### src/rtl/frog_controller.sv
// frog_controller
//   Owns the frog position for the road/river field. Turns WASD keycodes into
//   animated hops of STEP pixels (HOP_FRAMES frames each), clamps hops to the
//   640x480 field, and sequences scoring, death, respawn and game over from the
//   OR of all car collision outputs.
//
//   Build option: define FROG_INVULNERABLE_EN to ignore Car_Collision entirely
//   (debug/demo build; DYING and GAME_OVER become unreachable).
//
//   Ports:
//     frame_clk      in   1   frame clock, rising edge
//     Reset          in   1   synchronous, active-low
//     keycode        in   8   USB HID code (W/S/A/D, 0x00 none)
//     Car_Collision  in   1   OR of all car collision outputs
//     Frog_X/Frog_Y  out  11  frog top-left, px
//     Frog_Dir       out  2   facing: 0 up, 1 down, 2 left, 3 right
//     Lives          out  3   remaining lives
//     Score          out  8   goals reached, saturating at 255
//     Dead           out  1   high while dying
//     Game_Over      out  1   high once out of lives
//
//   state     | meaning
//   ----------+--------------------------------------------------
//   READY     | idle at a grid cell, waiting for a fresh key press
//   HOP       | mid-hop, moving px per frame
//   SCORED    | reached the top row; bump score, respawn next edge
//   DYING     | hit by a car; Dead held for DEATH_FRAMES frames
//   GAME_OVER | no lives left; everything holds until Reset

module frog_controller #(
    parameter logic [10:0] FROG_START_X = 11'd300,
    parameter logic [10:0] FROG_START_Y = 11'd440,
    parameter logic [10:0] STEP         = 11'd40,
    parameter int          HOP_FRAMES   = 4,
    parameter int          DEATH_FRAMES = 30,
    parameter logic [2:0]  START_LIVES  = 3'd3
) (
    input  logic        frame_clk,
    input  logic        Reset,
    input  logic [7:0]  keycode,
    input  logic        Car_Collision,
    output logic [10:0] Frog_X,
    output logic [10:0] Frog_Y,
    output logic [1:0]  Frog_Dir,
    output logic [2:0]  Lives,
    output logic [7:0]  Score,
    output logic        Dead,
    output logic        Game_Over
);

    localparam logic [10:0] PX    = STEP / 11'(HOP_FRAMES);
    localparam logic [10:0] MAX_X = 11'd640 - STEP;
    localparam logic [10:0] MAX_Y = 11'd480 - STEP;
    localparam int          HW    = $clog2(HOP_FRAMES + 1);
    localparam int          DW    = $clog2(DEATH_FRAMES + 1);

    localparam logic [7:0] KEY_W = 8'h1A;
    localparam logic [7:0] KEY_S = 8'h16;
    localparam logic [7:0] KEY_A = 8'h04;
    localparam logic [7:0] KEY_D = 8'h07;

    typedef enum logic [2:0] {
        READY,
        HOP,
        SCORED,
        DYING,
        GAME_OVER
    } state_t;

    state_t          state, state_d;
    logic [7:0]      key_prev;
    logic [HW-1:0]   hop_cnt, hop_cnt_d;
    logic [DW-1:0]   death_cnt, death_cnt_d;
    logic [10:0]     x_d, y_d;
    logic [1:0]      dir_d;
    logic [2:0]      lives_d;
    logic [7:0]      score_d;

    logic            collide;
    logic            key_valid;
    logic [1:0]      key_dir;
    logic [1:0]      mv_dir;
    logic [10:0]     mv_x, mv_y;
    logic            target_ok;

`ifdef FROG_INVULNERABLE_EN
    assign collide = 1'b0;
`else
    assign collide = Car_Collision;
`endif

    assign Dead      = (state == DYING);
    assign Game_Over = (state == GAME_OVER);

    always_comb begin
        key_valid = 1'b1;
        key_dir   = 2'd0;
        case (keycode)
            KEY_W:   key_dir = 2'd0;
            KEY_S:   key_dir = 2'd1;
            KEY_A:   key_dir = 2'd2;
            KEY_D:   key_dir = 2'd3;
            default: key_valid = 1'b0;
        endcase
    end

    // Full-hop target check: the hop is refused if it would leave the field.
    // Down/right sums cannot overflow 11 bits since positions stay <= 600.
    always_comb begin
        target_ok = 1'b0;
        case (key_dir)
            2'd0: target_ok = (Frog_Y >= STEP);
            2'd1: target_ok = ((Frog_Y + STEP) <= MAX_Y);
            2'd2: target_ok = (Frog_X >= STEP);
            2'd3: target_ok = ((Frog_X + STEP) <= MAX_X);
        endcase
    end

    // One-frame move. On the accepting edge the new key gives the direction;
    // during the hop Frog_Dir already holds it.
    always_comb begin
        mv_dir = (state == READY) ? key_dir : Frog_Dir;
        mv_x   = Frog_X;
        mv_y   = Frog_Y;
        case (mv_dir)
            2'd0: mv_y = Frog_Y - PX;
            2'd1: mv_y = Frog_Y + PX;
            2'd2: mv_x = Frog_X - PX;
            2'd3: mv_x = Frog_X + PX;
        endcase
    end

    always_comb begin
        state_d     = state;
        x_d         = Frog_X;
        y_d         = Frog_Y;
        dir_d       = Frog_Dir;
        lives_d     = Lives;
        score_d     = Score;
        hop_cnt_d   = hop_cnt;
        death_cnt_d = death_cnt;

        case (state)
            READY: begin
                if (collide) begin
                    state_d     = DYING;
                    lives_d     = (Lives != 3'd0) ? Lives - 3'd1 : 3'd0;
                    death_cnt_d = DW'(DEATH_FRAMES - 1);
                end else if (key_valid && (key_prev == 8'h00)) begin
                    dir_d = key_dir;
                    if (target_ok) begin
                        x_d       = mv_x;
                        y_d       = mv_y;
                        hop_cnt_d = HW'(HOP_FRAMES - 1);
                        if (HOP_FRAMES == 1)
                            state_d = (mv_y == 11'd0) ? SCORED : READY;
                        else
                            state_d = HOP;
                    end
                end
            end

            HOP: begin
                if (collide) begin
                    state_d     = DYING;
                    lives_d     = (Lives != 3'd0) ? Lives - 3'd1 : 3'd0;
                    death_cnt_d = DW'(DEATH_FRAMES - 1);
                end else begin
                    x_d       = mv_x;
                    y_d       = mv_y;
                    hop_cnt_d = hop_cnt - HW'(1);
                    // hop_cnt counts moves still to make, this one included
                    if (hop_cnt == HW'(1))
                        state_d = (mv_y == 11'd0) ? SCORED : READY;
                end
            end

            SCORED: begin
                score_d = (Score != 8'hFF) ? Score + 8'd1 : Score;
                x_d     = FROG_START_X;
                y_d     = FROG_START_Y;
                state_d = READY;
            end

            DYING: begin
                if (death_cnt == DW'(0)) begin
                    if (Lives == 3'd0) begin
                        state_d = GAME_OVER;
                    end else begin
                        x_d     = FROG_START_X;
                        y_d     = FROG_START_Y;
                        dir_d   = 2'd0;
                        state_d = READY;
                    end
                end else begin
                    death_cnt_d = death_cnt - DW'(1);
                end
            end

            GAME_OVER: begin
                state_d = GAME_OVER;
            end

            default: state_d = READY;
        endcase
    end

    always_ff @(posedge frame_clk) begin
        if (!Reset) begin
            state     <= READY;
            Frog_X    <= FROG_START_X;
            Frog_Y    <= FROG_START_Y;
            Frog_Dir  <= 2'd0;
            Lives     <= START_LIVES;
            Score     <= 8'd0;
            key_prev  <= 8'h00;
            hop_cnt   <= '0;
            death_cnt <= '0;
        end else begin
            state     <= state_d;
            Frog_X    <= x_d;
            Frog_Y    <= y_d;
            Frog_Dir  <= dir_d;
            Lives     <= lives_d;
            Score     <= score_d;
            key_prev  <= keycode;
            hop_cnt   <= hop_cnt_d;
            death_cnt <= death_cnt_d;
        end
    end

endmodule
### config.mk
export PLATFORM = sky130hd
export DESIGN_NAME = frog_controller
export DESIGN_NICKNAME = d
export VERILOG_FILES = /design/src/rtl/frog_controller.sv
export SDC_FILE = /design/constraint.sdc
export NUM_CORES = 1
export LEC_CHECK = 0
export CELL_PAD_IN_SITES_DETAIL_PLACEMENT = 1
export CELL_PAD_IN_SITES_GLOBAL_PLACEMENT = 2
export CORE_MARGIN = 3
export CORE_UTILIZATION = 32
export DETAILED_ROUTE_END_ITERATION = 10
export GPL_TIMING_DRIVEN = 0
export PLACE_DENSITY = 0.81
export SLEW_MARGIN = 15
export SYNTH_ARGS = -nofsm -noshare
export SYNTH_HDL_FRONTEND = slang
export SYNTH_SLANG_ARGS = --single-unit
### constraint.sdc
create_clock -name frame_clk -period 9.75 [get_ports frame_clk]
set_clock_uncertainty 0.2 [all_clocks]
set_input_delay 0.975 -clock frame_clk [delete_from_list [all_inputs] [get_ports frame_clk]]
set_output_delay 0.975 -clock frame_clk [all_outputs]
set_load 0.1 [all_outputs]
**Word-level counts from Yosys, hierarchy flattened**

Index checks and enable logic that the tools add are counted.

- Flip-flop bits (word level): 54
- Input port bits: 11
- Output and inout port bits: 37
- Word-level logic and storage cells: 115

- Reductions and logical operators: 22
- Order comparisons: 4
- Equal/unequal tests: 27
- Mux-type cells: 43
- $add $sub $neg: 10

Operators with widths:

| kind | count |
|---|---|
| $mux W11 | 12 |
| $pmux W11 S4 | 2 |
| $pmux W11 S2 | 2 |
| $mux W3 | 12 |
| $add A11 B4 Y11 const B | 2 |
| $add A11 B6 Y11 const B | 2 |
| $ge A11 B6 Y1 const B | 2 |
| $sub A11 B4 Y11 const B | 2 |
| $eq A8 B3 Y1 const B | 2 |
| $eq A8 B5 Y1 const B | 2 |
| $mux W2 | 6 |
| $pmux W3 S4 | 1 |
| $le A11 B10 Y1 const B | 1 |
| $le A11 B9 Y1 const B | 1 |
| $logic_not A11 Y1 | 1 |
| $mux W5 | 2 |
| $ne A2 B2 Y1 const B | 5 |
| $pmux W5 S2 | 1 |
| $reduce_and A5 Y1 | 2 |
| $add A8 B1 Y8 const B | 1 |
| $eq A2 B2 Y1 const B | 4 |
| $logic_not A8 Y1 | 1 |
| $ne A8 B8 Y1 const B | 1 |
| $reduce_and A7 Y1 | 1 |
| other kinds (26) | 38 |

**Logic depth before layout (Yosys ltp)**

Gate-level depths: netlist of the first run.

- Word-level depth: 10
- Mapped depth: 14
- Mapped depth without buffers: 13

**Worst setup path after synthesis of the first run**

Ideal clock, no wire load.

- Kind: input to register
- Start point: input port keycode[5]
- End point: register state[1]
- Cell stages on the path: 12
- Data required time: 9463 ps
- Path buffers: 0
- Library setup time: 87 ps
- Path slack: 5586 ps
- Arrival: 3877 ps
- Cell sequence: or3_1 > o41a_1 > nand2_1 > inv_1 > fa_1 > nand3b_1 > nand2_1 > xor2_1 > or4_1 > o31ai_1 > nand4_1 > o31ai_1

- Cells in the longest elaborated chain, start to end: 10
- Elaborated cells on any way between the ends: 25
- Those cells by class: eq/ne (10); mux (9); reduce/logical (6)

Ends and longest elaborated chain:

| item | line | RTL |
|---|---|---|
| start, declared | 40 | `input logic [7:0] keycode,` |
| $eq A8 B3 Y1 / $eq A8 B5 Y1 (equally long branches) | 98 | `case (keycode)` |
| $pmux W2 S3 | 98 |  |
| $mux W2 | 122 | `mv_dir = (state == READY) ? key_dir : Frog_Dir;` |
| $eq A2 B1 Y1 / $logic_not A2 Y1 (equally long branches) | 125 | `case (mv_dir)` |
| $pmux W11 S2 | 125 |  |
| $logic_not A11 Y1 | 174 | `state_d = (mv_y == 11'd0) ? SCORED : READY;` |
| $mux W2 | 174 |  |
| $mux W3 | 173 | `if (hop_cnt == HW'(1))` |
| $mux W3 | 164 | `if (collide) begin` |
| $pmux W3 S4 | 143 | `case (state)` |
| end signal, assigned | 220 | `state <= state_d;` |
| end, declared | 70 | `state_t state, state_d;` |

Several ways; a longest one is shown, not always the timed one. The select of a mux whose other input is x is not followed.
A chain may end at the register's enable or synchronous reset.

**Worst setup path in the final report of the first run**

Same ends and word-level chain as after synthesis.

==> out/results.env, run 1 <==
NETS=489
VIA_COUNT_OF_THE_FIRST_GLOBAL_ROUTING_PASS=3214
VIA_COUNT=3148
CTS_BUFFER_DEPTH=2
ANT_NETS=0
WORST_EP_REQUIRED_TIME_PS=9780
FILLERINSTANCES=1207
SYNTH.AVG_CELL_AREA_SQ_UM=8.250
DRIVE_GT1_FRAC=0.04204
CTS.REPAIR.RESIZED=0
SYNTH_TOP_FAMILY_BY_AREA='simple AND/OR/NAND/NOR gates'
SYNTH_SIMPLE_GATE_AREA_SHARE=0.2471
FIRSTDRTPASSITERS=4
PLACEMENT_ROWS=36
POST_SYNTH_EDFFS=0
GRT_START_MAX_NET_PINS=17
DRT_ITER0_MARKERS=83
SYN-INSTANCE-COUNT=399
HPWLAFTERDP_MICRONS=7368
ALL_LAYER_GLOBAL_ROUTING_USAGE=0.1697
FINAL-SETUP-VIOL-COUNT=0
TOTALWIRELENGTH_MICRONS=9481
LEAKAGE_uW=0.001481
FIN_SETUP_TNS_PS=0
FINAL_CRITICAL_PATH_SETUP_SLACK_PS=4974
RSZ0062_AT_GRT='false'
DIEAREA_SQ_MM=0.01154
CORE-AREA_SQ_MM=0.009910
GRT_OVERFLOW=0
YOSYS_WARNINGS=0
SLEW_HEADROOM=0.3417
PATH_MAX_FANOUT=10
MAX_SLEW.WORST_PIN.SLEW_PS=984.3
TOP_SIGNAL_LAYER_USED='met4'
WORST_SETUP_HOLD_PATH_CLK_SLEW_PS=100
GP_CONGESTION=0.7844
SYNTH.YOSYS.SEQ_AREA_SHARE=0.3162
TRITONCTS_CLOCK_TREE='built'
GLOBAL_ROUTE_WIRE_LENGTH_BEFORE_REPAIR_MICRONS=16010
INITIAL_CORE_UTIL=0.3322
SYNTHARSTFLOPSHARE=0
SYNTH_AREA_LEADERS='sky130_fd_sc_hd__dfxtp_1, sky130_fd_sc_hd__ha_1, sky130_fd_sc_hd__nor2_1'
TIMING.CRITICAL_PATH.FROM_TYPE='input pin'
CLOCK_SINK_COUNT=52
WIRELENGTH_MET1_MICRONS=4530
SYNTHADDERAREAFRAC=0.1072
CHIPHEIGHT_MICRONS=107.4
SYNTHMOSTINSTANTIATEDCELL='sky130_fd_sc_hd__dfxtp_1'
IO_PORT_BUFS=44
LARGEST_AREA_CONTRIBUTOR_IN_THE_NETLIST='sky130_fd_sc_hd__dfxtp_1'
WORSTSETUPENDPOINTTYPE='register'
CLOCK.FMAX_MHz=209.4
REPORT.POWER.TOTAL_uW=487.2
POST-ROUTE-MIN-PERIOD_PS=4776
IO_PINS=48
SYNTH_SEQ_CELLS=52
ANTENNA_FOUND_INITIAL=0
SYN2LAYOUT_AREA_GROWTH_PCT=22.23
POWER.DENSITY_mW_PER_MM2=121.1
SYNTH.TOP_CELL.AREA_SHARE=0.3162
PLACE_WORST_SETUP_SLACK_PS=4625
STATUS='finished, final reports clean'
HOLD_VIOLATIONS=0
POSTLAYOUTCOREUTIL=0.4061
SYNTH-XOR-AREA-SHARE=0.07184
ROUTED-WL-MET3_MICRONS=272
ANTENNA-DIODE-COUNT=0
SYNTH_AREA_IN_COMPOUND_GATES=0.1999
CTS_MADE_BUFFERS=5
YS_TYPES=61
POST_DETAILED_ROUTE_DRC_MARKER_COUNT=0
DIE_X_MICRONS=107.4
ARRIVAL_TIME_OF_DATA_AT_THE_CRITICAL_PATH_ENDPOINT_PS=4810
MAX_SLEW_VIOLATION_TOTAL_FROM_THE_FINAL_REPORT=0
MIN_PATH_TYPE='reg -> reg'
CTS_ROOT_BUFFER='sky130_fd_sc_hd__clkbuf_8'
SYNTH.TOP_CELLS.BY_COUNT='sky130_fd_sc_hd__dfxtp_1, sky130_fd_sc_hd__nor2_1, sky130_fd_sc_hd__nand2_1'
CTS.HTREE.LEVELS=2
POWER.IR.VDD_WORST_V=0.00005167
SYNTH.MUX.AREA_FRACTION=0.01824
CTSHOLDBUFFERS=0
ROUTE.MET2.WL_MICRONS=4593
WIRE_PER_INST_MICRONS=16.21
FINAL.PERIOD_UTILIZATION=0.4898
YOSYS_MOST_USED_DFF='sky130_fd_sc_hd__dfxtp_1'
WORST_SKEW_PAIR.LATE_LATENCY_PS=310
TIMING.SETUP.CRITICAL_PATH_CLASS='in -> reg'
ROUTED_VIA_DENSITY=5.381
NETLIST_AREA_SQ_MM=0.003292
POST_CTS_BUFFERS=0
CAP_VIOLATIONS=0
-- placed cells by master (no fill, tap or decap), drive strengths merged, types with 4 or more instances in the layout --
master | netlist | layout
nor3 | 14 | 14
a21oi | 21 | 21
ha | 25 | 25
inv | 16 | 16
o22a | 7 | 7
mux2i | 6 | 6
and2 | 12 | 12
nand2 | 29 | 29
nor2 | 41 | 41
xor2 | 16 | 16
o211ai | 10 | 10
a21o | 4 | 4
nand4 | 9 | 9
xnor2 | 11 | 11
clkdlybuf4s50 | 0 | 44
nor4 | 4 | 4
clkbuf | 10 | 16
dfxtp | 52 | 52
buf | 4 | 4
o21ai | 19 | 19
a211oi | 6 | 6
nand3 | 19 | 19
or3 | 8 | 8
-- per-stage QoR --
stage                     hold WS [ps]  std cells  instance area, sq um
after floorplan                  259.8        400                  3296
final                            299.4        585                  4024
after global placement           279.2        577                  3902
after CTS                        308.1        585                  4024
after global routing             334.0        585                  4024
after detailed placement         293.1        577                  3902
-- power breakdown --
part	internal, uW	switching [uW]	total (uW)	leakage [uW]
Sequential	220	7.77	228	0.000425
Clock	84.1	74.5	159	0.0000614
Combinational	32.1	68.3	100	0.000995
-- kinds of logic after synthesis --
kind of cell,Yosys count
and+or+nand+nor,159
AOI/OAI and AO/OA,96
DFF,52
buffers and inverters,31
adders and majority gates,27
xor gates and xnor gates,27
muxes,6
other,1
-- flip-flops by register name (all words and copies together) (netlist names) --
register and cells:
Frog_Dir 2, Lives 3, Frog_Y 10, key_prev 8, state 3, hop_cnt 3, death_cnt 5, Frog_X 10
Score 8
-- routing by layer --
layer | vias to the layer above | track usage
met5 | - | 0
met4 | 0 | 0.03336
met3 | 6 | 0.02759
met2 | 41 | 0.2936
met1 | 1548 | 0.2239
li1 | 1553 | -
-- final timing paths --
kind	depth (start not counted)	slack (ps)	end	from
hold / removal	2	300	Lives[2]	Lives[2]
setup reg to reg	13	5530	state[1]	state[1]
setup / recovery	13	4970	state[1]	keycode[5]
hold reg to reg	2	300	Lives[2]	Lives[2]
-- critical path, stage by stage --
cell                              delay, ps
sky130_fd_sc_hd__clkdlybuf4s50_1        440
sky130_fd_sc_hd__or3_1                  440
sky130_fd_sc_hd__o41a_1                 530
sky130_fd_sc_hd__nand2_1                350
sky130_fd_sc_hd__inv_1                  140
sky130_fd_sc_hd__fa_1                   430
sky130_fd_sc_hd__nand3b_1               200
sky130_fd_sc_hd__nand2_1                 80
sky130_fd_sc_hd__xor2_1                  80
sky130_fd_sc_hd__or4_1                  530
sky130_fd_sc_hd__o31ai_1                260
sky130_fd_sc_hd__nand4_1                150
sky130_fd_sc_hd__o31ai_1                200
-- final cells by class --
| cell class | count | area, sq um | share of cell area |
|---|---|---|---|
| multi-input combinational | 317 | 2128 | 0.5289 |
| tap | 133 | 166.4 | 0.04136 |
| clock inverter | 2 | 38.79 | 0.009639 |
| inverter | 17 | 63.81 | 0.01586 |
| buffer | 14 | 62.56 | 0.01555 |
| timing repair buffer | 44 | 440.4 | 0.1095 |
| sequential | 52 | 1041 | 0.2587 |
| clock buffer | 6 | 82.58 | 0.02052 |
No activity file was read; power rests on OpenSTA's default activity.
==> inputs of run 2 (changes only) <==
Clock period 9.75 ns to 4.8 ns, I/O delays scaled along.
==> results of run 2 <==
The final DEF is identical to that of run 1. Status: finished, final reports clean.
Main changes from that run: setup slack after placement 4625 ps -> 169.8 ps; setup slack after layout 4974 ps -> 519.3 ps; register-to-register setup slack 5530 ps -> 580 ps; total power 487.2 uW -> 989.6 uW; worst IR drop on VDD 0.00005167 V -> 0.0001050 V
